$ cat src/rtl/axi_read_router.sv
// AXI read-channel crossbar stage: arbitrates two masters onto three slaves
// (S2 is the decode-error default slave) with one read transaction in flight.
module axi_read_router #(
  parameter int          NM      = 2,
  parameter int          NS      = 3,
  parameter int          IDW     = 4,
  parameter int          IDSW    = 8,
  parameter int          AW      = 32,
  parameter int          DW      = 32,
  parameter logic [15:0] S0_BASE = 16'h0000,
  parameter logic [15:0] S1_BASE = 16'h0001
) (
  input  logic                    clk,
  input  logic                    rst,
  input  logic [NM-1:0][IDW-1:0]  i_ARID_M,
  input  logic [NM-1:0][AW-1:0]   i_ARADDR_M,
  input  logic [NM-1:0][3:0]      i_ARLEN_M,
  input  logic [NM-1:0][2:0]      i_ARSIZE_M,
  input  logic [NM-1:0][1:0]      i_ARBURST_M,
  input  logic [NM-1:0]           i_ARVALID_M,
  output logic [NM-1:0]           o_ARREADY_M,
  output logic [NM-1:0][IDW-1:0]  o_RID_M,
  output logic [NM-1:0][DW-1:0]   o_RDATA_M,
  output logic [NM-1:0][1:0]      o_RRESP_M,
  output logic [NM-1:0]           o_RLAST_M,
  output logic [NM-1:0]           o_RVALID_M,
  input  logic [NM-1:0]           i_RREADY_M,
  output logic [NS-1:0][IDSW-1:0] o_ARID_S,
  output logic [NS-1:0][AW-1:0]   o_ARADDR_S,
  output logic [NS-1:0][3:0]      o_ARLEN_S,
  output logic [NS-1:0][2:0]      o_ARSIZE_S,
  output logic [NS-1:0][1:0]      o_ARBURST_S,
  output logic [NS-1:0]           o_ARVALID_S,
  input  logic [NS-1:0]           i_ARREADY_S,
  input  logic [NS-1:0][IDSW-1:0] i_RID_S,
  input  logic [NS-1:0][DW-1:0]   i_RDATA_S,
  input  logic [NS-1:0][1:0]      i_RRESP_S,
  input  logic [NS-1:0]           i_RLAST_S,
  input  logic [NS-1:0]           i_RVALID_S,
  output logic [NS-1:0]           o_RREADY_S
);

  typedef enum logic [1:0] {IDLE, ADDR, DATA} state_t;

  state_t                r_state;
  logic                  r_g;
  logic [1:0]            r_sel;
  logic                  r_last_grant;

  logic                  w_gnt;
  logic [15:0]           w_req_hi;
  logic                  w_r_done;
  logic [IDSW-IDW-1:0]   w_gid;
  logic                  w_unused_rid;

  function automatic logic [1:0] f_decode(input logic [15:0] hi);
    if (hi == S0_BASE) return 2'd0;
    if (hi == S1_BASE) return 2'd1;
    return 2'd2;
  endfunction

  // On a tie the master that did not win last time gets the grant.
  assign w_gnt    = (i_ARVALID_M[0] & i_ARVALID_M[1]) ? ~r_last_grant : i_ARVALID_M[1];
  assign w_req_hi = i_ARADDR_M[w_gnt][AW-1:AW-16];
  assign w_r_done = i_RVALID_S[r_sel] & i_RREADY_M[r_g] & i_RLAST_S[r_sel];
  assign w_gid    = (IDSW-IDW)'(r_g);
  assign w_unused_rid = ^i_RID_S;

  always_ff @(posedge clk or negedge rst) begin
    if (!rst) begin
      r_state      <= IDLE;
      r_g          <= 1'b0;
      r_sel        <= 2'd0;
      r_last_grant <= 1'b1;
    end else begin
      case (r_state)
        IDLE: if (|i_ARVALID_M) begin
          r_g     <= w_gnt;
          r_sel   <= f_decode(w_req_hi);
          r_state <= ADDR;
        end
        ADDR: if (i_ARREADY_S[r_sel]) r_state <= DATA;
        DATA: if (w_r_done) begin
          r_state      <= IDLE;
          r_last_grant <= r_g;
        end
        default: r_state <= IDLE;
      endcase
    end
  end

  // Only the granted master / selected slave pair ever sees non-zero values.
  always_comb begin
    o_ARREADY_M = '0;
    o_RID_M     = '0;
    o_RDATA_M   = '0;
    o_RRESP_M   = '0;
    o_RLAST_M   = '0;
    o_RVALID_M  = '0;
    o_ARID_S    = '0;
    o_ARADDR_S  = '0;
    o_ARLEN_S   = '0;
    o_ARSIZE_S  = '0;
    o_ARBURST_S = '0;
    o_ARVALID_S = '0;
    o_RREADY_S  = '0;
    if (r_state == ADDR) begin
      o_ARVALID_S[r_sel] = 1'b1;
      o_ARID_S[r_sel]    = {w_gid, i_ARID_M[r_g]};
      o_ARADDR_S[r_sel]  = i_ARADDR_M[r_g];
      o_ARLEN_S[r_sel]   = i_ARLEN_M[r_g];
      o_ARSIZE_S[r_sel]  = i_ARSIZE_M[r_g];
      o_ARBURST_S[r_sel] = i_ARBURST_M[r_g];
      o_ARREADY_M[r_g]   = i_ARREADY_S[r_sel];
    end
    if (r_state == DATA) begin
      o_RVALID_M[r_g]  = i_RVALID_S[r_sel];
      o_RREADY_S[r_sel] = i_RREADY_M[r_g];
      if (i_RVALID_S[r_sel]) begin
        o_RID_M[r_g]   = i_RID_S[r_sel][IDW-1:0];
        o_RDATA_M[r_g] = i_RDATA_S[r_sel];
        o_RRESP_M[r_g] = i_RRESP_S[r_sel];
        o_RLAST_M[r_g] = i_RLAST_S[r_sel];
      end
    end
  end

endmodule

$ cat config.mk
export PLATFORM = sky130hd
export DESIGN_NAME = axi_read_router
export DESIGN_NICKNAME = d
export VERILOG_FILES = /design/src/rtl/axi_read_router.sv
export SDC_FILE = /design/constraint.sdc
export NUM_CORES = 1
export LEC_CHECK = 0
export BUFFER_PORTS_ARGS = -buffer_cell sky130_fd_sc_hd__buf_2
export CAP_MARGIN = 20
export CORE_AREA = 2 2 184 186
export CTS_CLUSTER_DIAMETER = 60
export DETAILED_ROUTE_END_ITERATION = 16
export DIE_AREA = 0 0 186 188
export GPL_TIMING_DRIVEN = 0
export PLACE_DENSITY = 0.4
export SLEW_MARGIN = 30
export SYNTH_ARGS = -nofsm -noshare
export SYNTH_HDL_FRONTEND = slang
export SYNTH_SLANG_ARGS = --single-unit
$ cat constraint.sdc
create_clock -name clk -period 6.3 [get_ports clk]
set_clock_uncertainty 0.2 [all_clocks]
set_input_delay 1.89 -clock clk [delete_from_list [all_inputs] [get_ports clk]]
set_output_delay 1.89 -clock clk [all_outputs]
set_load 0.005 [all_outputs]
* After elaboration in Yosys (flattened, before gate mapping)
Index checks and enable logic that the tools add are counted.
Widths: inputs -> output; s select.
** Word-level totals
- Input bits :: 231
- Register bits after elaboration :: 6
- Output and inout port bits :: 235
** Cells by class
- Muxes and demuxes :: 79
- Bitwise gates (word level) :: 16
- Order comparisons :: 5
- Reductions and logical operators :: 8
- Equality and inequality tests :: 6
** Operators with widths (number)
- $mux 32 :: 7
- $mux 64 :: 2
- $and 96x96->96 :: 1
- $mux 96 :: 1
- $and 64x64->64 :: 1
- $bmux 32 s2 :: 1
- $demux 32 s2 :: 1
- $mux 4 :: 9
- $demux 32 s1 :: 1
- $mux 2 :: 16
- $and 21x24->24 :: 1
- $mux 24 :: 1
- $mux 8 :: 3
- $bmux 8 s2 :: 1
- $demux 8 s2 :: 1
- $eq 16x1->1 const B :: 1
- $logic_not 16->1 :: 1
- $mux 1 :: 15
- $mux 3 :: 5
- $and 12x12->12 :: 1
- $mux 12 :: 1
- $and 9x9->9 :: 1
- $mux 9 :: 1
- $and 8x8->8 :: 1
- other kinds (30) :: 40

* Logic depth before layout (Yosys ltp)
Gate-level depths: netlist of run 1.
- Depth in word-level cells :: 13
- Depth in mapped cells :: 6

* Least setup slack after synthesis of run 1
No wires, ideal clock.
- Kind :: input-to-output
- Start :: input port i_RVALID_S[1]
- End :: output port o_RDATA_M[27] (netlist bit)
- Data arrival time :: 2637 ps
- Setup slack :: 1573 ps
- Stages on the path :: 5
- Path buffers :: 1
- Path through :: mux2i_1 -> o2bb2ai_2 -> nand3_1 -> clkbuf_1 -> nor2_1
** RTL lines
- from (decl) :: RTL line 39 : input logic [NS-1:0] i_RVALID_S,
- to (decl) :: RTL line 23 : output logic [NM-1:0][DW-1:0] o_RDATA_M,

==> results.env, run 1 <==
SYNTH_TOP_FAMILY_BY_AREA='simple AND/OR/NAND/NOR gates'
SYNTH_TOP_FLOP_CELL='dfrtp_1'
TIMING.CRITICAL_PATH.REQUIRED_NS=4.21
YOSYS_REGISTER_BITS=6
GRT_SETUP_UNREPAIRED='false'
POST_CTS_HOLD_BUFFER_COUNT=0
DRTITER0DRC=229
CTS_SETUP_BUFFERS=0
NUMCTSBUFFERS=3
ASYNC_SET_OR_RESET_REGISTER_RATIO_AFTER_SYNTHESIS_PCT=100.0
YOSYS-MUX-AREA-FRACTION_PCT=32.54
ROUTED_WL_UM=23310
SYNTHESIS.AREA_PER_INSTANCE_UM2=5.538
TRACK_USAGE_PCT=12.19
GRT_ANTENNA_BEFORE_REPAIR=3
WORST_SKEW_PAIR.LATE_LATENCY_NS=0.23
CHIP_WIDTH_UM=186
SYNTH_LARGEST_TYPE_AREA_FRACTION_PCT=35.46
ACHIEVABLE-FREQUENCY_MHz=178.9
MAX-CAP-VIOLATIONS=0
CLK_PIN_SLEW_NS=0.04
KIND_OF_CRITICAL_PATH='in2out'
LAYOUT-DRIVE-GT1-SHARE_PCT=49.11
DR_TOTAL_VIAS=5077
SYNTH-EDFF-COUNT=0
DP_HPWL_UM=19960
HOLD_CLASS='reg2reg'
SYNTH-SIMPLE-AREA-SHARE_PCT=42.36
DRCVIOLATIONCOUNT=0
CORE-AREA_UM2=33110
SYNTHTOPCELLSBYCOUNT='259 x nor2_1, 88 x mux2i_1, 38 x a21oi_1, 32 x clkbuf_1, 9 x buf_4'
CHIPHEIGHT_UM=188
NUMCLOCKSINKS=6
DIE-AREA_UM2=34970
SYNTH-COMPOUND-AREA-SHARE_PCT=9.493
TIMING.HOLD.WORST_PATH_DEPTH=2
TIMING.FINAL.MAX_SLEW_VIOLATIONS=0
SYNTH_TOP_AREA_CELL='nor2_1'
TIGHTESTPINTRANSITION_NS=0.8554
CTS_RESIZED=0
WL_PER_CELL_UM=16.64
NETLIST-CELL-TYPE-COUNT=30
GLOBALPLACE.CONGESTION=0.8857
LAYOUT_WORST_PATH_CYCLE_SHARE_PCT=88.72
PERIOD_MINUS_SLACK_NS=5.590
DETAIL_ROUTE.VIAS_PER_CELL=3.624
PLACE_INST=1395
TIMING.MAX_SLEW.REL_SLACK_PCT=42.98
GRT_START_MAX_NET_PINS=11
GLOBALROUTEOVERFLOWTOTAL=0
POWER.DENSITY_CELL_AREA_nW_PER_UM2=245.1
RR_WORST_DEPTH=4
TIMING_HOLD_VIOLATIONS_FINAL=0
POST_SYNTH_XOR_AREA_FRACTION_PCT=0
SYNTH_TOP_CELLS_BY_AREA='nor2_1 35%, mux2i_1 32%, a21oi_1 6.9%, dfrtp_1 4.6%, clkbuf_1 4.4%'
SYN_TO_FINAL_GROWTH_PCT=105.7
GRT_PASS1_WL_UM=31280
PORTBUFFERS=444
SHARE_OF_SYNTHESIZED_CELL_AREA_IN_FULL_ADDER_HALF_ADDER_AND_MAJORITY_CELLS_PCT=0
CP_MAX_FO=10
SYNTH.MOST_COMMON_CELL='nor2_1'
CTS_TREE='yes'
TOTAL_LEAKAGE_POWER_nW=3.271
CRITICAL_PATH.STARTPOINT_TYPE='primary input'
CTS-ROOT-BUF='clkbuf_16'
SYNTH_AREA_UM2=2741
FP-ROW-COUNT=67
TIMING.CRITICAL_PATH.TO_TYPE='primary output'
CRITICAL_PATH_ARRIVAL_NS=3.50
IO_PINS=466
REGISTER_AREA_SHARE_AFTER_SYNTHESIS_PCT=5.523
SYNTHESIS.INSTANCES=495
GRT_PASS1_VIAS=4748
POWER_mW=1.382
CLOCK_TREE.BUFFER_DEPTH=2
PEAKVDDDROP_V=0.00008023
SETUP-VIOLATIONS-FINAL=0
POST_ROUTE_SETUP_TNS_NS=0
DESIGN.FINAL.NETS=1183
LAYOUT.CORE_UTILIZATION_PCT=17.03
YOSYS_WARNINGS=0
DRTPASS1ITERATIONS=5
OUTCOME='finished clean'
HTREE_NUM_LEVELS=1
DETAIL-ROUTE-ANTENNA-NETS=0
EFFECTIVE_UTILIZATION_AT_FLOORPLAN_PCT=8.279
FINAL_CELL_COUNT_NO_FILL=1401
## cells in the final DEF, fill, tap and decap left out, types with 2 or more instances in the layout
cell,n
o21ai_0,5
buf_2,452
inv_1,7
nor4_1,6
nand4_1,3
nand3_1,2
clkbuf_16,3
a21oi_1,38
nor2b_1,3
nor3_1,3
conb_1,9
clkbuf_1,33
dfrtp_1,5
nand2_1,7
diode_2,2
nor2_1,259
buf_4,9
mux2i_1,88
a2bb2oi_1,2
buf_1,2
nand2b_1,4
## report_power, final
part	internal (mW)	switching [mW]	leakage (nW)
clock	0.0840	0.0224	0.0382
combinational	0.429	0.780	3.16
sequential	0.0554	0.00993	0.0728
total	0.569	0.813	3.27
## sequential cells by signal, summed over array words and instances, names as in the netlist
name          flops
r_state           2
r_g               1
r_sel             2
r_last_grant      1
## stage by stage
stage	area [um^2]	hold WS (ns)	setup WS [ns]
floorplan	2771	0.3846	1.573
global placement	5554	0.4435	0.5830
detailed placement	5554	0.4466	0.6021
CTS	5633	0.4496	0.6065
global route	5635	0.4800	0.5417
finish	5638	0.4545	0.7104
## critical path: stages
cell and delay [ns]:
buf_2 0.10, mux2i_1 0.17, o2bb2ai_2 0.13, nand3_1 0.23, clkbuf_1 0.64, nor2_1 0.15
buf_2 0.19
## path summary, 6_finish.rpt
path	slack, ns	start	endpoint
setup / recovery	0.71	i_RVALID_S[1]	o_RID_M[0]
hold / removal	0.45	r_state[0]	r_state[0]
setup reg to reg	3.89	r_sel[0]	r_last_grant
hold reg to reg	0.45	r_state[0]	r_state[0]
max in group asynchronous	4.39	rst	r_last_grant
min in group asynchronous	1.28	rst	r_state[0]
## area by class of cell
cell class	count	area (um^2)
diodes	2	5.005
fillers	3935	27480
repair buffers	444	2222
flip-flops and latches	6	151.4
clock buffers	4	78.83
well taps	448	560.5
multi-input cells	438	2347
plain buffers	52	246.5
inverters	7	26.28
## routing by layer
layer  track usage, %  routed length, um
met5                0                  7
met1            16.58              10320
met4           0.7571                114
met2            20.82              11490
met3            2.214               1375
## cell families after synthesis
group,after synthesis
mux,89
simple gates,292
buf+inv,59
flops,6
other cells,1
compound gates,48
(Power assumes the default switching activity.)
==> inputs of run 2 (changes only) <==
--- a/config.mk
+++ b/config.mk
@@ -8,6 +8,7 @@
 export BUFFER_PORTS_ARGS = -buffer_cell sky130_fd_sc_hd__buf_2
 export CAP_MARGIN = 20
 export CORE_AREA = 2 2 184 186
+export CTS_BUF_LIST = sky130_fd_sc_hd__clkbuf_8 sky130_fd_sc_hd__clkbuf_16
 export CTS_CLUSTER_DIAMETER = 60
 export DETAILED_ROUTE_END_ITERATION = 16
 export DIE_AREA = 0 0 186 188
==> run 2 against run 1 <==
- combinational power about the same
- non-clock buffer count unchanged
- first-iteration DRC count unchanged
- global-route usage unchanged
- sequential share of layout area unchanged
- final cell count unchanged
- power decreased by 0.11%
- hold slack about the same
- via count about the same
- setup slack about the same
- fmax about the same
- largest power group unchanged
- highest routed layer unchanged
==> results.env, run 2 (synthesis gave the netlist of run 1 again) <==
OUTCOME='finished clean'
PEAKVDDDROP_V=0.00007909  # -1.4%
ROUTED_WL_UM=23310  # unchanged
LAYOUT-DRIVE-GT1-SHARE_PCT=49.11  # unchanged
TIGHTESTPINTRANSITION_NS=0.8554  # +0.000001311 ns
WORST_SKEW_PAIR.LATE_LATENCY_NS=0.23  # about the same
LAYOUT_TOP_REGISTERS='r_sel: 2 flops, r_state: 2 flops'
DETAIL-ROUTE-ANTENNA-NETS=0  # unchanged
COUNT_OF_FILL_CELLS_ADDED_DURING_FILLER_INSERTION=3935  # unchanged
CRITICAL_PATH_ARRIVAL_NS=3.50  # about the same
FINAL_CELL_MIX='452 x buf_2, 259 x nor2_1, 88 x mux2i_1'
GRT_SETUP_UNREPAIRED='false'
TIMING.CRITICAL_PATH.MAX_DELAY_FAMILY='buffers and inverters'
GRT_PASS1_VIAS=4748  # unchanged
CTS-ROOT-BUF='clkbuf_16'
DP_HPWL_UM=19960  # unchanged
HOLD_WS_NS=0.4545  # +0.00003900 ns
CTS_TREE='yes'
MAX_STAGE_DELAY_NS=0.64  # about the same
NUMCTSBUFFERS=3  # unchanged
DRTPASS1ITERATIONS=5  # unchanged
GLOBALROUTEOVERFLOWTOTAL=0  # unchanged
SYN_TO_FINAL_GROWTH_PCT=105.7  # unchanged
EFFECTIVE_UTILIZATION_AT_FLOORPLAN_PCT=8.279  # unchanged
CTS_SETUP_BUFFERS=0  # unchanged
CLK_PIN_SLEW_NS=0.04  # about the same
IO_PINS=466  # unchanged
GLOBALPLACE.CONGESTION=0.8857  # unchanged
CTS_RESIZED=0  # unchanged
POST_ROUTE_SETUP_TNS_NS=0  # unchanged
TIMING.MAX_SLEW.REL_SLACK_PCT=42.98  # about the same
CRITICAL_PATH.CELL_CHAIN='buf_2, mux2i_1, o2bb2ai_2, nand3_1, clkbuf_1, nor2_1, buf_2'
GRT_START_MAX_NET_PINS=11  # unchanged
TIMING_HOLD_VIOLATIONS_FINAL=0  # unchanged
SETUP-VIOLATIONS-FINAL=0  # unchanged
MAX-CAP-VIOLATIONS=0  # unchanged
CHIPHEIGHT_UM=188  # unchanged
POWER_mW=1.380  # -0.11%
CRITPATHBUFINV=3  # unchanged
DRCVIOLATIONCOUNT=0  # unchanged
TOTAL_LEAKAGE_POWER_nW=3.275  # +0.13%
PLACED_CELL_AREA_UM2=5554  # unchanged
WORST_PATH_MAX_DELAY_CELL='clkbuf_1'
DIE-AREA_UM2=34970  # unchanged
PERIOD_MINUS_SLACK_NS=5.589  # -0.0003630 ns
LAYOUT_COMMONEST_CELL='buf_2'
CORE-AREA_UM2=33110  # unchanged
NUMCLOCKSINKS=6  # unchanged
GRT_PASS1_WL_UM=31280  # unchanged
POST_CTS_HOLD_BUFFER_COUNT=0  # unchanged
CRITICAL_PATH.STARTPOINT_TYPE='primary input'
DETAIL_ROUTE.VIAS_PER_CELL=3.620  # about the same
CP_MAX_FO=10  # unchanged
POWER.DENSITY_CELL_AREA_nW_PER_UM2=244.8  # -0.11%
DRTITER0DRC=229  # unchanged
TIMING.FINAL.MAX_SLEW_VIOLATIONS=0  # unchanged
HTREE_NUM_LEVELS=1  # unchanged
DESIGN.FINAL.NETS=1183  # unchanged
CLOCK_TREE.BUFFER_DEPTH=2  # unchanged
TRACK_USAGE_PCT=12.19  # unchanged
CHIP_WIDTH_UM=186  # unchanged
WL_PER_CELL_UM=16.64  # unchanged
GRT_ANTENNA_BEFORE_REPAIR=3  # unchanged
LAYOUT.CORE_UTILIZATION_PCT=17.03  # unchanged
TIMING.CRITICAL_PATH.TO_TYPE='primary output'
ACHIEVABLE-FREQUENCY_MHz=178.9  # about the same
PORTBUFFERS=444  # unchanged
FINAL_AREA_UM2=5638  # unchanged
KIND_OF_CRITICAL_PATH='in2out'
DR_TOTAL_VIAS=5072  # -0.098%
WORST_PATH_MOST_REPEATED_CELL='buf_2'
TIMING.CRITICAL_PATH.REQUIRED_NS=4.21  # about the same
FP-ROW-COUNT=67  # unchanged
HOLD_CLASS='reg2reg'
LAYOUT_WORST_PATH_CYCLE_SHARE_PCT=88.72  # about the same
run 2: worst register-to-register path: stages (launching register included):
cell and delay [ns]:
dfrtp_1 0.44, nor2b_1 0.51, a2bb2oi_1 0.28, or4b_1 0.57
mux2_1 0.34
run 2: area by class of cell:
cell class / count / area (um^2) / area share (%)
timing repair buffer: 444 / 2222 / 39.41
sequential: 6 / 151.4 / 2.685
multi-input combinational: 438 / 2347 / 41.63
inverter: 7 / 26.28 / 0.4660
tap: 448 / 560.5 / 9.942
clock buffer: 3 / 75.07 / 1.332
buffer: 52 / 246.5 / 4.372
antenna: 2 / 5.005 / 0.08877
clock inverter: 1 / 3.754 / 0.06658
run 2: per-layer routing:
layer,GRT usage (%),vias up,wire [um]
li1,-,2513,-
met1,16.58,2351,10330
met2,20.82,194,11490
met3,2.214,12,1369
met4,0.7571,2,114
met5,0,-,7
run 2: worst paths after layout:
path	endpoint	slack (ns)	depth (start not counted)	from
worst min register to register	r_state[0]	0.45	2	r_state[0]
worst max register to register	r_last_grant	3.89	4	r_sel[0]
worst max-delay path	o_RID_M[0]	0.71	7	i_RVALID_S[1]
max in group asynchronous	r_last_grant	4.39	1	rst
worst min-delay path	r_state[0]	0.45	2	r_state[0]
min in group asynchronous	r_state[0]	1.28	1	rst
run 2: power by group:
part / internal, mW / leakage [nW] / switching (mW)
clock network: 0.0824 / 0.0423 / 0.0225
registers: 0.0554 / 0.0728 / 0.00993
logic: 0.429 / 3.16 / 0.780
total: 0.567 / 3.27 / 0.813
run 2: per-stage QoR:
stage,worst slack [ns],cells
final,0.7108,1401
after global routing,0.5417,1400
after CTS,0.6065,1399
after detailed placement,0.6021,1395
after global placement,0.5830,1395
after floorplan,1.573,503
